**src/rtl/core_receiver.sv**
```systemverilog
// core_receiver: 8N1 UART receive engine. Oversamples the serial line at clk,
// recovers frames (start, WORD_WIDTH data bits LSB first, one stop bit) and
// pushes each good word into a FIFO-style sink through a one-cycle write strobe.
// Framing errors and overruns (word dropped while the sink is full) are
// reported as one-cycle pulses.
module core_receiver #(
  parameter int CLOCK_FREQUENCY = 100_000_000,
  parameter int BAUD_RATE       = 115200,
  parameter int WORD_WIDTH      = 8
) (
  input  logic                  clk,
  input  logic                  rst_n,
  input  logic                  din,
  input  logic                  full,
  output logic [WORD_WIDTH-1:0] dout,
  output logic                  we,
  output logic                  frame_err,
  output logic                  overrun,
  output logic                  busy
);

  // Clocks per bit and the start-bit mid-point offset. DIV must be >= 4.
  localparam int DIV  = CLOCK_FREQUENCY / BAUD_RATE;
  localparam int HALF = DIV / 2;
  localparam int CW   = $clog2(DIV);
  localparam int BW   = $clog2(WORD_WIDTH + 1);

  localparam logic [CW-1:0] CNT_HALF_LAST = CW'(HALF - 1);
  localparam logic [CW-1:0] CNT_BIT_LAST  = CW'(DIV - 1);
  localparam logic [BW-1:0] IDX_LAST      = BW'(WORD_WIDTH - 1);

  typedef enum logic [2:0] {
    S_IDLE,
    S_START,
    S_DATA,
    S_STOP,
    S_BREAK
  } state_t;

  state_t                state;
  logic [1:0]            sync_q;
  logic                  rx_s;
  logic [CW-1:0]         cnt;
  logic [BW-1:0]         bit_idx;
  logic [WORD_WIDTH-1:0] shreg;

  assign rx_s = sync_q[1];

  // Two-flop synchronizer for the asynchronous RX line; resets to the idle level.
  always_ff @(posedge clk or negedge rst_n) begin
    if (!rst_n) begin
      sync_q <= 2'b11;
    end else begin
      // NOTE: non-blocking assignments model the flop chain; blocking here
      // would collapse both stages into one.
      sync_q <= {sync_q[0], din};
    end
  end

  // Receive FSM: start-bit validation, mid-bit data sampling, stop-bit decision.
  always_ff @(posedge clk or negedge rst_n) begin
    if (!rst_n) begin
      state     <= S_IDLE;
      cnt       <= '0;
      bit_idx   <= '0;
      shreg     <= '0;
      dout      <= '0;
      we        <= 1'b0;
      frame_err <= 1'b0;
      overrun   <= 1'b0;
      busy      <= 1'b0;
    end else begin
      // NOTE: pulse outputs default low every cycle, so each assertion below
      // lasts exactly one clock.
      we        <= 1'b0;
      frame_err <= 1'b0;
      overrun   <= 1'b0;
      busy      <= (state != S_IDLE);

      case (state)
        S_IDLE: begin
          if (!rx_s) begin
            state <= S_START;
            cnt   <= '0;
          end
        end

        S_START: begin
          if (cnt == CNT_HALF_LAST) begin
            if (rx_s) begin
              // Line back high at mid start bit: treat as a glitch.
              state <= S_IDLE;
            end else begin
              state   <= S_DATA;
              cnt     <= '0;
              bit_idx <= '0;
            end
          end else begin
            cnt <= cnt + 1'b1;
          end
        end

        S_DATA: begin
          if (cnt == CNT_BIT_LAST) begin
            shreg   <= {rx_s, shreg[WORD_WIDTH-1:1]};
            cnt     <= '0;
            bit_idx <= bit_idx + 1'b1;
            if (bit_idx == IDX_LAST) begin
              state <= S_STOP;
            end
          end else begin
            cnt <= cnt + 1'b1;
          end
        end

        S_STOP: begin
          if (cnt == CNT_BIT_LAST) begin
            cnt <= '0;
            if (rx_s) begin
              // Return to IDLE at mid stop bit so an immediate next start
              // bit is still caught.
              state <= S_IDLE;
              if (!full) begin
                dout <= shreg;
                we   <= 1'b1;
              end else begin
                overrun <= 1'b1;
              end
            end else begin
              frame_err <= 1'b1;
              state     <= S_BREAK;
            end
          end else begin
            cnt <= cnt + 1'b1;
          end
        end

        S_BREAK: begin
          // A held-low line yields a single frame_err; wait for idle level.
          if (rx_s) begin
            state <= S_IDLE;
          end
        end

        default: state <= S_IDLE;
      endcase
    end
  end

endmodule

```
**config.mk**
```make
export PLATFORM = sky130hd
export DESIGN_NAME = core_receiver
export DESIGN_NICKNAME = d
export VERILOG_FILES = /design/src/rtl/core_receiver.sv
export SDC_FILE = /design/constraint.sdc
export NUM_CORES = 1
export LEC_CHECK = 0
export BUFFER_PORTS_ARGS = -buffer_cell sky130_fd_sc_hd__buf_2
export CAP_MARGIN = 20
export CORE_ASPECT_RATIO = 1.2
export CORE_MARGIN = 3
export CORE_UTILIZATION = 45
export DETAILED_ROUTE_END_ITERATION = 12
export SYNTH_ARGS = -nofsm -noshare
export SYNTH_HDL_FRONTEND = slang
export SYNTH_SLANG_ARGS = --single-unit
```
**constraint.sdc**
```tcl
create_clock -name clk -period 5.65 [get_ports clk]
set_input_delay 0.565 -clock clk [delete_from_list [all_inputs] [get_ports clk]]
set_output_delay 0.565 -clock clk [all_outputs]
set_load 0.03 [all_outputs]
```
==> results.toml, run 1 <==
[power_and_ir_drop]
power.leakage_uw = 0.00102
netSwitchingPower_uw = 101
internal-power_uw = 413
pwr-share-seq_pct = 54.8
worst_ir_drop_vdd_v = 0.000152
powerDensity_nw_per_um2 = 243
clk_pwr_share_pct = 43.8
sw_frac_of_total_pct = 19.6
share_comb_of_total_power_pct = 1.4

[synth]
synthesized_area_um2 = 1880
synth.most_common_cell = "sky130_fd_sc_hd__dfrtp_1"
postSynthCellCount = 172
post_synth_num_cell_types = 42
synth_seq_area_share_pct = 51.9
synth_top_family_by_area = "simple AND/OR/NAND/NOR gates"
synth_compound_area_share_pct = 13.9
number_of_enable_flip_flop_cells_after_synthesis = 0
mapped_nets = 179
simple_gate_portion_of_the_synthesized_area_pct = 17.9
synthMuxAreaShare_pct = 11.3
ys_top_cells_by_area = "sky130_fd_sc_hd__dfrtp_1 49%, sky130_fd_sc_hd__mux2_2 11%, sky130_fd_sc_hd__o21ai_0 4.5%"
synthesis.area_per_instance_um2 = 11.0
dominantRegCellSynth = "sky130_fd_sc_hd__dfrtp_1"
synth_common_cells = "37 x sky130_fd_sc_hd__dfrtp_1, 18 x sky130_fd_sc_hd__mux2_2, 17 x sky130_fd_sc_hd__o21ai_0"
synth_adder_area_share_pct = 1.99
ys_async_sr_fraction_pct = 100
synthDominantCellAreaShare_pct = 49.1
yosysTopAreaCell = "sky130_fd_sc_hd__dfrtp_1"
synth-xor-area-share_pct = 0.465
number_of_flip_flops_and_latches_in_the_synthesized_netlist = 39
synthesis.yosys.warnings = 0

[setup_path]
critical-path-slowest-cell = "sky130_fd_sc_hd__or3b_4"
ff2ff_setup_slack_ns = 3.45
path_max_fanout = 9
crit_path_start_kind = "flip-flop"
crit_buf_inv = 0
cp_cell_sequence = "or3b_4 > nor3_4 > o211ai_2 > nor3_2 > mux2_2"
worst_setup_path_end_kind = "flip-flop"
timing.critical_path.arrival_ns = 2.37
critPathRequiredTime_ns = 5.82
ff2ff_path_depth = 5
timing.critical_path.to = "state[2]"
critical_path.top_delay_family = "simple AND/OR/NAND/NOR gates"
timing.critical_path.from = "cnt[3]"
worstSetupPathDepth = 5
setup.worst_path.class = "reg -> reg"
worstReg2RegEnd = "state[2]"
crit-reg2reg-launch = "cnt[3]"
critical_path.max_stage_delay_ns = 0.44

[grt]
maximum_number_of_pins_on_one_net_before_global_route_repair = 40
groute.usage.overall_pct = 15.6
global_route.overflow_total = 0
vias_in_the_first_global_route = 1297
grt_pass1_wl_mm = 6.09
grt_antenna_before_repair = 0

[clocking]
clock_tree.htree_level_count = 2
tritoncts.num_buffers = 5
post_cts_resize_count = 0
cts_setup_buffers = 0
tritoncts_num_sinks = 39
cts_tree = "done"
clock_path_buffers = 2
holdBufCountCts = 0
clk_pin_slew_ns = 0.07
clkLatencyLatePin_ns = 0.29
cts.root.buffer_cell = "sky130_fd_sc_hd__clkbuf_8"

[die]
top_level_ports = 16
rows = 25
die_height_um = 76.9
die-area_um2 = 5000
die_width_um = 65.1
standard_cell_core_area_um2 = 3970
initial_utilization_pct = 47.4

[timing]
finalWorstPathRequiredPeriod_ns = 2.20
max_slew.worst_pin.slew_ns = 0.844
max_freq_mhz = 455
tns_ns = 0
worst_hold_slack_ns = 0.359
fin_crit_sh_pct = 38.9
clock-skew-final_ns = 0.00448
report.final.setup_viol = 0
finalWorstSetupSlack_ns = 3.45
grt_setup_unrepaired = "false"
slew_viol_final = 0
final_hold_vio_count = 0
relSlewSlack_pct = 43.8

[route]
route.antenna.remaining_nets = 0
drt_iter0_markers = 78
detail_route.wl_per_cell_um = 13.6
vias = 1333
firstDrtPassIters = 4
drt-vias-per-instance = 5.46
overall_routed_net_length_mm = 3.32
remaining_drc_errors = 0

[finish]
final_layout_size_suffix_gt1_share_pct = 27.4
numnets_final = 196
instances_no_fill = 244
area_growth_pct = 12.2
num_antenna_cells = 0
postLayoutCoreUtil_pct = 53.2

[placement]
place_ws_ns = 3.47
io_buffers = 15
dp_cells = 236
hpwlAfterDp_mm = 2.35
routabilityCongestion = 0.840

[outcome]
status = "complete, no violations"

[flow_run]
max_cap_viol_count = 0

[min_path]
hold_path.class = "reg -> reg"
==> per-stage QoR <==
step / instance area [um2] / total power (uW)
2_1_floorplan: 1880 / 288
3_3_place_gp: 2000 / 295
3_5_place_dp: 2000 / 295
4_1_cts: 2110 / 526
5_1_grt: 2110 / 541
6_report: 2110 / 514
==> worst min path at each step <==
| stage | start | end | slack (ns) | cells after the start |
|---|---|---|---|---|
| 2_1_floorplan | rst_n | bit_idx[0] | 0.27 | 0 |
| 3_3_place_gp | sync_q[0] | sync_q[1] | 0.35 | 0 |
| 3_5_place_dp | sync_q[0] | sync_q[1] | 0.35 | 0 |
| 4_1_cts | din | sync_q[0] | 0.36 | 1 |
| 5_1_grt | din | sync_q[0] | 0.35 | 1 |
| 6_report | sync_q[0] | sync_q[1] | 0.36 | 0 |
==> per-layer routing <==
| metal | vias up | wire (um) | GRT usage [%] |
|---|---|---|---|
| li1 | 654 | - | - |
| met1 | 658 | 1480 | 19.7 |
| met2 | 17 | 1700 | 25.5 |
| met3 | 4 | 100 | 3.95 |
| met4 | 0 | 36 | 6.22 |
| met5 | - | 0 | 0 |
==> placed cells by master (no fill, tap or decap), drive strengths merged, types with 2 or more instances in the layout <==
cell and n:
dfrtp 37, or3b 3, nor3 5, mux2 18, o21a 2, inv 7, nand3 7, a21o 3
dfstp 2, nand2 8, and2 2, nor4 2, a21oi 8, nand2b 4, nor2b 3, nor3b 2
nor2 10, o21ai 18, o31ai 3, buf 15, or3 6, ha 3, clkbuf 6
==> cell type report <==
cell class	instances	area [um2]
Sequential cell	39	978
Clock buffer	6	72.6
Inverter	7	26.3
Clock inverter	2	37.5
Timing Repair Buffer	15	75.1
Multi-Input combinational cell	121	857
Fill cell	377	1860
Tap cell	54	67.6
==> flip-flops by register name (all words and copies together) (netlist names) <==
| signal | cells |
|---|---|
| state | 3 |
| bit_idx | 4 |
| shreg | 8 |
| overrun | 1 |
| cnt | 10 |
| sync_q | 2 |
| dout | 8 |
| we | 1 |
| busy | 1 |
| frame_err | 1 |
==> power by group through the flow <==
stage               sequential [uW]  clock [uW]  combinational [uW]
global placement                287           0                7.69
finish                          282         225                7.36
CTS                             282         237                8.11
detailed placement              287           0                8.10
floorplan                       286           0                2.23
global route                    282         250                8.97
==> cells by family (layout without fill, tap and decap cells) <==
family | Yosys count | in the layout
xor gates and xnor gates | 1 | 1
buffers and inverters | 12 | 30
adders and majority gates | 3 | 3
muxes | 19 | 19
AOI/OAI and AO/OA | 42 | 42
and+or+nand+nor | 56 | 56
DFF | 39 | 39
Power figures use the tool's default switching activity.
==> inputs of run 2 (changes only) <==
--- a/config.mk
+++ b/config.mk
@@ -5,6 +5,7 @@
 export SDC_FILE = /design/constraint.sdc
 export NUM_CORES = 1
 export LEC_CHECK = 0
+export ABC_AREA = 1
 export BUFFER_PORTS_ARGS = -buffer_cell sky130_fd_sc_hd__buf_2
 export CAP_MARGIN = 20
 export CORE_ASPECT_RATIO = 1.2
==> constraint.sdc (replaced) <==
create_clock -name clk -period 2.05 [get_ports clk]
set_input_delay 0.205 -clock clk [delete_from_list [all_inputs] [get_ports clk]]
set_output_delay 0.205 -clock clk [all_outputs]
set_load 0.03 [all_outputs]
==> run 2 against run 1 <==
Synthesized cell count is 41% higher. Fmax is 28% higher. First-iteration DRC count is 1.3% lower. Critical endpoint is now dout[3]. Largest cell class unchanged.
==> results.toml, run 2 <==
[outcome]
status = "complete, no violations"

[grt]
grt_pass1_wl_mm = 6.62
vias_in_the_first_global_route = 1474
grt_antenna_before_repair = 0
groute.usage.overall_pct = 16.5
maximum_number_of_pins_on_one_net_before_global_route_repair = 18
global_route.overflow_total = 0

[synth]
dominantRegCellSynth = "sky130_fd_sc_hd__dfrtp_1"
post_synth_num_cell_types = 28
synth.most_common_cell = "sky130_fd_sc_hd__nand2_1"
ys_async_sr_fraction_pct = 100
number_of_flip_flops_and_latches_in_the_synthesized_netlist = 39
synth_seq_area_share_pct = 48.5
synth_common_cells = "74 x sky130_fd_sc_hd__nand2_1, 37 x sky130_fd_sc_hd__dfrtp_1, 31 x sky130_fd_sc_hd__inv_1"
ys_top_cells_by_area = "sky130_fd_sc_hd__dfrtp_1 46%, sky130_fd_sc_hd__nand2_1 14%, sky130_fd_sc_hd__inv_1 5.8%"
mapped_nets = 250
postSynthCellCount = 243
synthesis.yosys.warnings = 0
synthDominantCellAreaShare_pct = 45.9
number_of_enable_flip_flop_cells_after_synthesis = 0
synthesis.area_per_instance_um2 = 8.30
yosysTopAreaCell = "sky130_fd_sc_hd__dfrtp_1"
synthesized_area_um2 = 2020

[timing]
max_freq_mhz = 583
fin_crit_sh_pct = 83.6
max_slew.worst_pin.slew_ns = 0.441
final_hold_vio_count = 0
clock-skew-final_ns = 0.0118
relSlewSlack_pct = 70.3
grt_setup_unrepaired = "false"
finalWorstPathRequiredPeriod_ns = 1.71
tns_ns = 0
worst_hold_slack_ns = 0.00985
slew_viol_final = 0
report.final.setup_viol = 0

[die]
top_level_ports = 16
die-area_um2 = 5320
standard_cell_core_area_um2 = 4290
rows = 26
initial_utilization_pct = 47.0
die_width_um = 67.1
die_height_um = 79.3

[route]
vias = 1534
overall_routed_net_length_mm = 3.83
drt-vias-per-instance = 4.76
firstDrtPassIters = 4
route.antenna.remaining_nets = 0
remaining_drc_errors = 0
detail_route.wl_per_cell_um = 11.9
drt_iter0_markers = 77

[setup_path]
cp_cell_sequence = "ha_1 > nand3_4 > nor2_4 > nand3_2 > nand2_1 > o21ai_2"
worst_setup_path_end_kind = "flip-flop"
critPathRequiredTime_ns = 2.22
critical_path.top_delay_family = "simple AND/OR/NAND/NOR gates"
path_max_fanout = 16
critical_path.max_stage_delay_ns = 0.43
critical-path-slowest-cell = "sky130_fd_sc_hd__dfrtp_1"
timing.critical_path.arrival_ns = 1.88
crit_path_start_kind = "flip-flop"
setup.worst_path.class = "reg -> reg"
crit_buf_inv = 0

[placement]
io_buffers = 15
dp_cells = 313
routabilityCongestion = 0.887
hpwlAfterDp_mm = 2.91

[clocking]
clkLatencyLatePin_ns = 0.29
clock_path_buffers = 2
cts.root.buffer_cell = "sky130_fd_sc_hd__clkbuf_8"
clock_tree.htree_level_count = 2
tritoncts_num_sinks = 39
cts_setup_buffers = 0
tritoncts.num_buffers = 5
cts_tree = "done"
clk_pin_slew_ns = 0.08

[power_and_ir_drop]
power.leakage_uw = 0.00115
powerDensity_nw_per_um2 = 580
worst_ir_drop_vdd_v = 0.000295
totalPowerFinal_uw = 1290

[flow_run]
max_cap_viol_count = 0

[finish]
mostFrequentLayoutCells = "74 x sky130_fd_sc_hd__nand2_1, 37 x sky130_fd_sc_hd__dfrtp_1, 31 x sky130_fd_sc_hd__inv_1"
most_frequent_standard_cell_in_the_layout_excluding_fill_and_tap_cells = "sky130_fd_sc_hd__nand2_1"
instances_no_fill = 322
reg.largest.list = "cnt x10, dout x8, shreg x8"
postLayoutCoreUtil_pct = 52.0
numnets_final = 272
max_flop_register = "cnt"
num_antenna_cells = 0
area_growth_pct = 10.6
largest_reg_flops = 10
final_layout_size_suffix_gt1_share_pct = 21.1

[min_path]
hold_path.class = "in -> reg"
## run 2: per-layer routing
layer / GRT usage, % / part of all wire (%)
met1: 20.1 / 45
met2: 27.5 / 50
met3: 3.68 / 3.6
met4: 6.90 / 1.6
met5: 0 / 0
## run 2: metrics by stage
step	instance area [um2]	setup WS, ns
2_1_floorplan	2020	0.575
3_3_place_gp	2140	0.415
3_5_place_dp	2140	0.370
4_1_cts	2230	0.345
6_report	2230	0.335
5_1_grt	2230	0.164
## run 2: kinds of logic (layout without fill, tap and decap cells)
family                     Yosys count  count (layout)  share of synthesized area (%)
AOI/OAI and AO/OA                   35              35                           10.5
xor gates and xnor gates             1               1                          0.434
adders and majority gates            3               3                           1.86
buffers and inverters               38              61                           8.50
DFF                                 39              39                           48.5
and+or+nand+nor                    127             127                           30.1
## run 2: path summary, 6_finish.rpt
path	startpoint	endpoint	slack [ns]	cells past startpoint
setup / recovery	cnt[1]	dout[3]	0.34	6
hold / removal	din	sync_q[0]	0.01	1
setup reg to reg	cnt[1]	dout[3]	0.34	6
hold reg to reg	sync_q[0]	sync_q[1]	0.35	0
max in group asynchronous	rst_n	sync_q[0]	1.13	3
min in group asynchronous	rst_n	cnt[8]	0.34	2
## run 2: power breakdown
part / switching, uW / internal (uW) / leakage, uW
Combinational: 19.3 / 6.57 / 0.000590
Sequential: 1.45 / 773 / 0.000518
Clock: 255 / 239 / 0.0000422
## run 2: final cells by class
type,instances,area (um2)
clock buffer,7,76.3
clock inverter,1,5.00
fill,425,2060
inverter,35,134
multi-input combinational,166,867
sequential,39,978
tap,56,70.1
timing repair buffer,18,100
## run 2: timing repair
action                                 in CTS  in global routing
endpoints found under the hold margin      14                  0
gates resized for setup                     0                  0
hold buffers                                1                  0
setup endpoints to repair                   0                  0
==> inputs of run 3 (changes only) <==
--- a/config.mk
+++ b/config.mk
@@ -5,13 +5,14 @@
 export SDC_FILE = /design/constraint.sdc
 export NUM_CORES = 1
 export LEC_CHECK = 0
-export ABC_AREA = 1
+export ABC_AREA = 0
 export BUFFER_PORTS_ARGS = -buffer_cell sky130_fd_sc_hd__buf_2
 export CAP_MARGIN = 20
 export CORE_ASPECT_RATIO = 1.2
 export CORE_MARGIN = 3
 export CORE_UTILIZATION = 45
 export DETAILED_ROUTE_END_ITERATION = 12
+export PLACE_DENSITY = 0.65
 export SYNTH_ARGS = -nofsm -noshare
 export SYNTH_HDL_FRONTEND = slang
 export SYNTH_SLANG_ARGS = --single-unit
==> constraint.sdc (replaced) <==
create_clock -name clk -period 1.54 [get_ports clk]
set_input_delay 0.154 -clock clk [delete_from_list [all_inputs] [get_ports clk]]
set_output_delay 0.154 -clock clk [all_outputs]
set_load 0.03 [all_outputs]
==> run 3 against run 2 <==
The run now ends with setup timing left. Hold slack improved by 0.0096 ns. Clock power is 82% higher. Utilization is 15 points higher. Non-clock buffer count rose by 43. Sequential cell count stayed put. Fmax decreased by 12%. Via count is 2.2% higher. Die area is 6.0% lower.
==> results.toml, run 3 (same netlist as run 1, synthesis figures left out) <==
[grt]
vias_in_the_first_global_route = 1671
groute.usage.overall_pct = 19.3
global_route.overflow_total = 0
grt_antenna_before_repair = 0
grt_pass1_wl_mm = 7.47
maximum_number_of_pins_on_one_net_before_global_route_repair = 40

[timing]
finalWorstPathRequiredPeriod_ns = 1.94
fin_crit_sh_pct = 126
max_freq_mhz = 515
finalWorstSetupSlack_ns = -0.401
report.final.setup_viol = 36
relSlewSlack_pct = 68.4
grt_setup_unrepaired = "true"
max_slew.worst_pin.slew_ns = 0.474
final_hold_vio_count = 0
clock-skew-final_ns = 0.00936
slew_viol_final = 0

[power_and_ir_drop]
powerDensity_nw_per_um2 = 742
power.leakage_uw = 0.00129
totalPowerFinal_uw = 1970
worst_ir_drop_vdd_v = 0.000579

[placement]
dp_cells = 273
hpwlAfterDp_mm = 2.99
io_buffers = 15
routabilityCongestion = 0.873
post_dp_area_um2 = 2300

[route]
route.antenna.remaining_nets = 0
overall_routed_net_length_mm = 4.47
post_route_met1_wirelength_mm = 1.73
remaining_drc_errors = 0
detail_route.wl_per_cell_um = 15.4
firstDrtPassIters = 4
drt-vias-per-instance = 5.41
route.met3.wl_um = 187
drt_iter0_markers = 71
vias = 1568
dr_wl_met2_mm = 2.45
highest-signal-layer = "met4"

[min_path]
min_delay_path_depth = 2
hold_path.class = "in -> reg"
hold_path_startpoint = "full"

[setup_path]
ff2ff_setup_slack_ns = -0.40
ff2ff_path_depth = 5
crit-reg2reg-launch = "cnt[3]"
crit_path_start_kind = "flip-flop"
critPathRequiredTime_ns = 1.71
setup.worst_path.class = "reg -> reg"
timing.critical_path.from = "cnt[3]"
path_max_fanout = 4
worst_setup_path_end_kind = "flip-flop"
timing.critical_path.arrival_ns = 2.11

[finish]
area_growth_pct = 40.8
final_layout_size_suffix_gt1_share_pct = 51.3
largest_reg_flops = 10
post-route-cell-area_um2 = 2650
number_of_filler_cells_placed_in_the_layout = 313
mostFrequentLayoutCells = "39 x sky130_fd_sc_hd__buf_4, 37 x sky130_fd_sc_hd__dfrtp_1, 16 x sky130_fd_sc_hd__mux2_2"
max_flop_register = "cnt"
instances_no_fill = 290
numnets_final = 242
num_antenna_cells = 0
reg.largest.list = "cnt x10, dout x8, shreg x8"
most_frequent_standard_cell_in_the_layout_excluding_fill_and_tap_cells = "sky130_fd_sc_hd__buf_4"

[clocking]
clock_path_buffers = 2
clk_pin_slew_ns = 0.08
cts_tree = "done"
tritoncts.num_buffers = 5
clkLatencyLatePin_ns = 0.29
cts.root.buffer_cell = "sky130_fd_sc_hd__clkbuf_8"
clock_tree.htree_level_count = 2
tritoncts_num_sinks = 39

[outcome]
violations = "setup timing"
status = "finished with violations"

[die]
initial_utilization_pct = 47.4
top_level_ports = 16
die-area_um2 = 5000
die_width_um = 65.1
die_height_um = 76.9
standard_cell_core_area_um2 = 3970
rows = 25

[flow_run]
max_cap_viol_count = 0
run 3: where the power goes:
part | internal, uW | switching (uW) | leakage, uW
Sequential | 1030 | 1.14 | 0.000518
Combinational | 12.3 | 26.9 | 0.000713
Clock | 533 | 368 | 0.0000618
run 3: metal layers:
metal / GRT usage, % / up-vias
met3: 3.95 / 12
met2: 35.0 / 35
met5: 0 / -
met4: 7.68 / 0
li1: - / 751
met1: 21.6 / 770
run 3: final timing paths:
kind	to
max in group asynchronous	sync_q[0]
min reg2reg	sync_q[1]
min	we
max	state[2]
max reg2reg	state[2]
min in group asynchronous	frame_err
run 3: critical path, stage by stage, from the launching register on:
cell                       delay [ns]
sky130_fd_sc_hd__dfrtp_1         0.39
sky130_fd_sc_hd__or3b_4          0.44
sky130_fd_sc_hd__nor3_4          0.24
sky130_fd_sc_hd__o211ai_2        0.14
sky130_fd_sc_hd__nor3_4          0.28
sky130_fd_sc_hd__mux2_4          0.33
run 3: per-stage QoR:
stage               setup WS, ns  hold WS (ns)  util (%)  TNS (ns)
global placement          -0.312         0.226      58.0     -6.94
detailed placement        -0.400         0.234      58.0     -8.34
floorplan                 -0.358        -0.142         -     -6.76
finish                    -0.401        0.0195      66.8     -9.95
global route              -0.466        0.0119      66.8    -12.57
CTS                       -0.382        0.0149      63.8    -10.50
run 3: area by class of cell:
cell class	instances	area, um2	share of cell area [%]
Inverter	7	28.8	1.08
Timing Repair Buffer	61	444	16.7
Clock buffer	6	82.6	3.11
Multi-Input combinational cell	121	1010	38.2
Tap cell	54	67.6	2.55
Sequential cell	39	978	36.9
Clock inverter	2	38.8	1.46
run 3: timing repair:
item | in CTS | in global routing
pin swaps | 6 | 3
setup endpoints to repair | 35 | 36
setup buffers | 5 | 2
resized for setup | 15 | 21
hold endpoints to repair | 38 | 0
hold buffers | 2 | 0
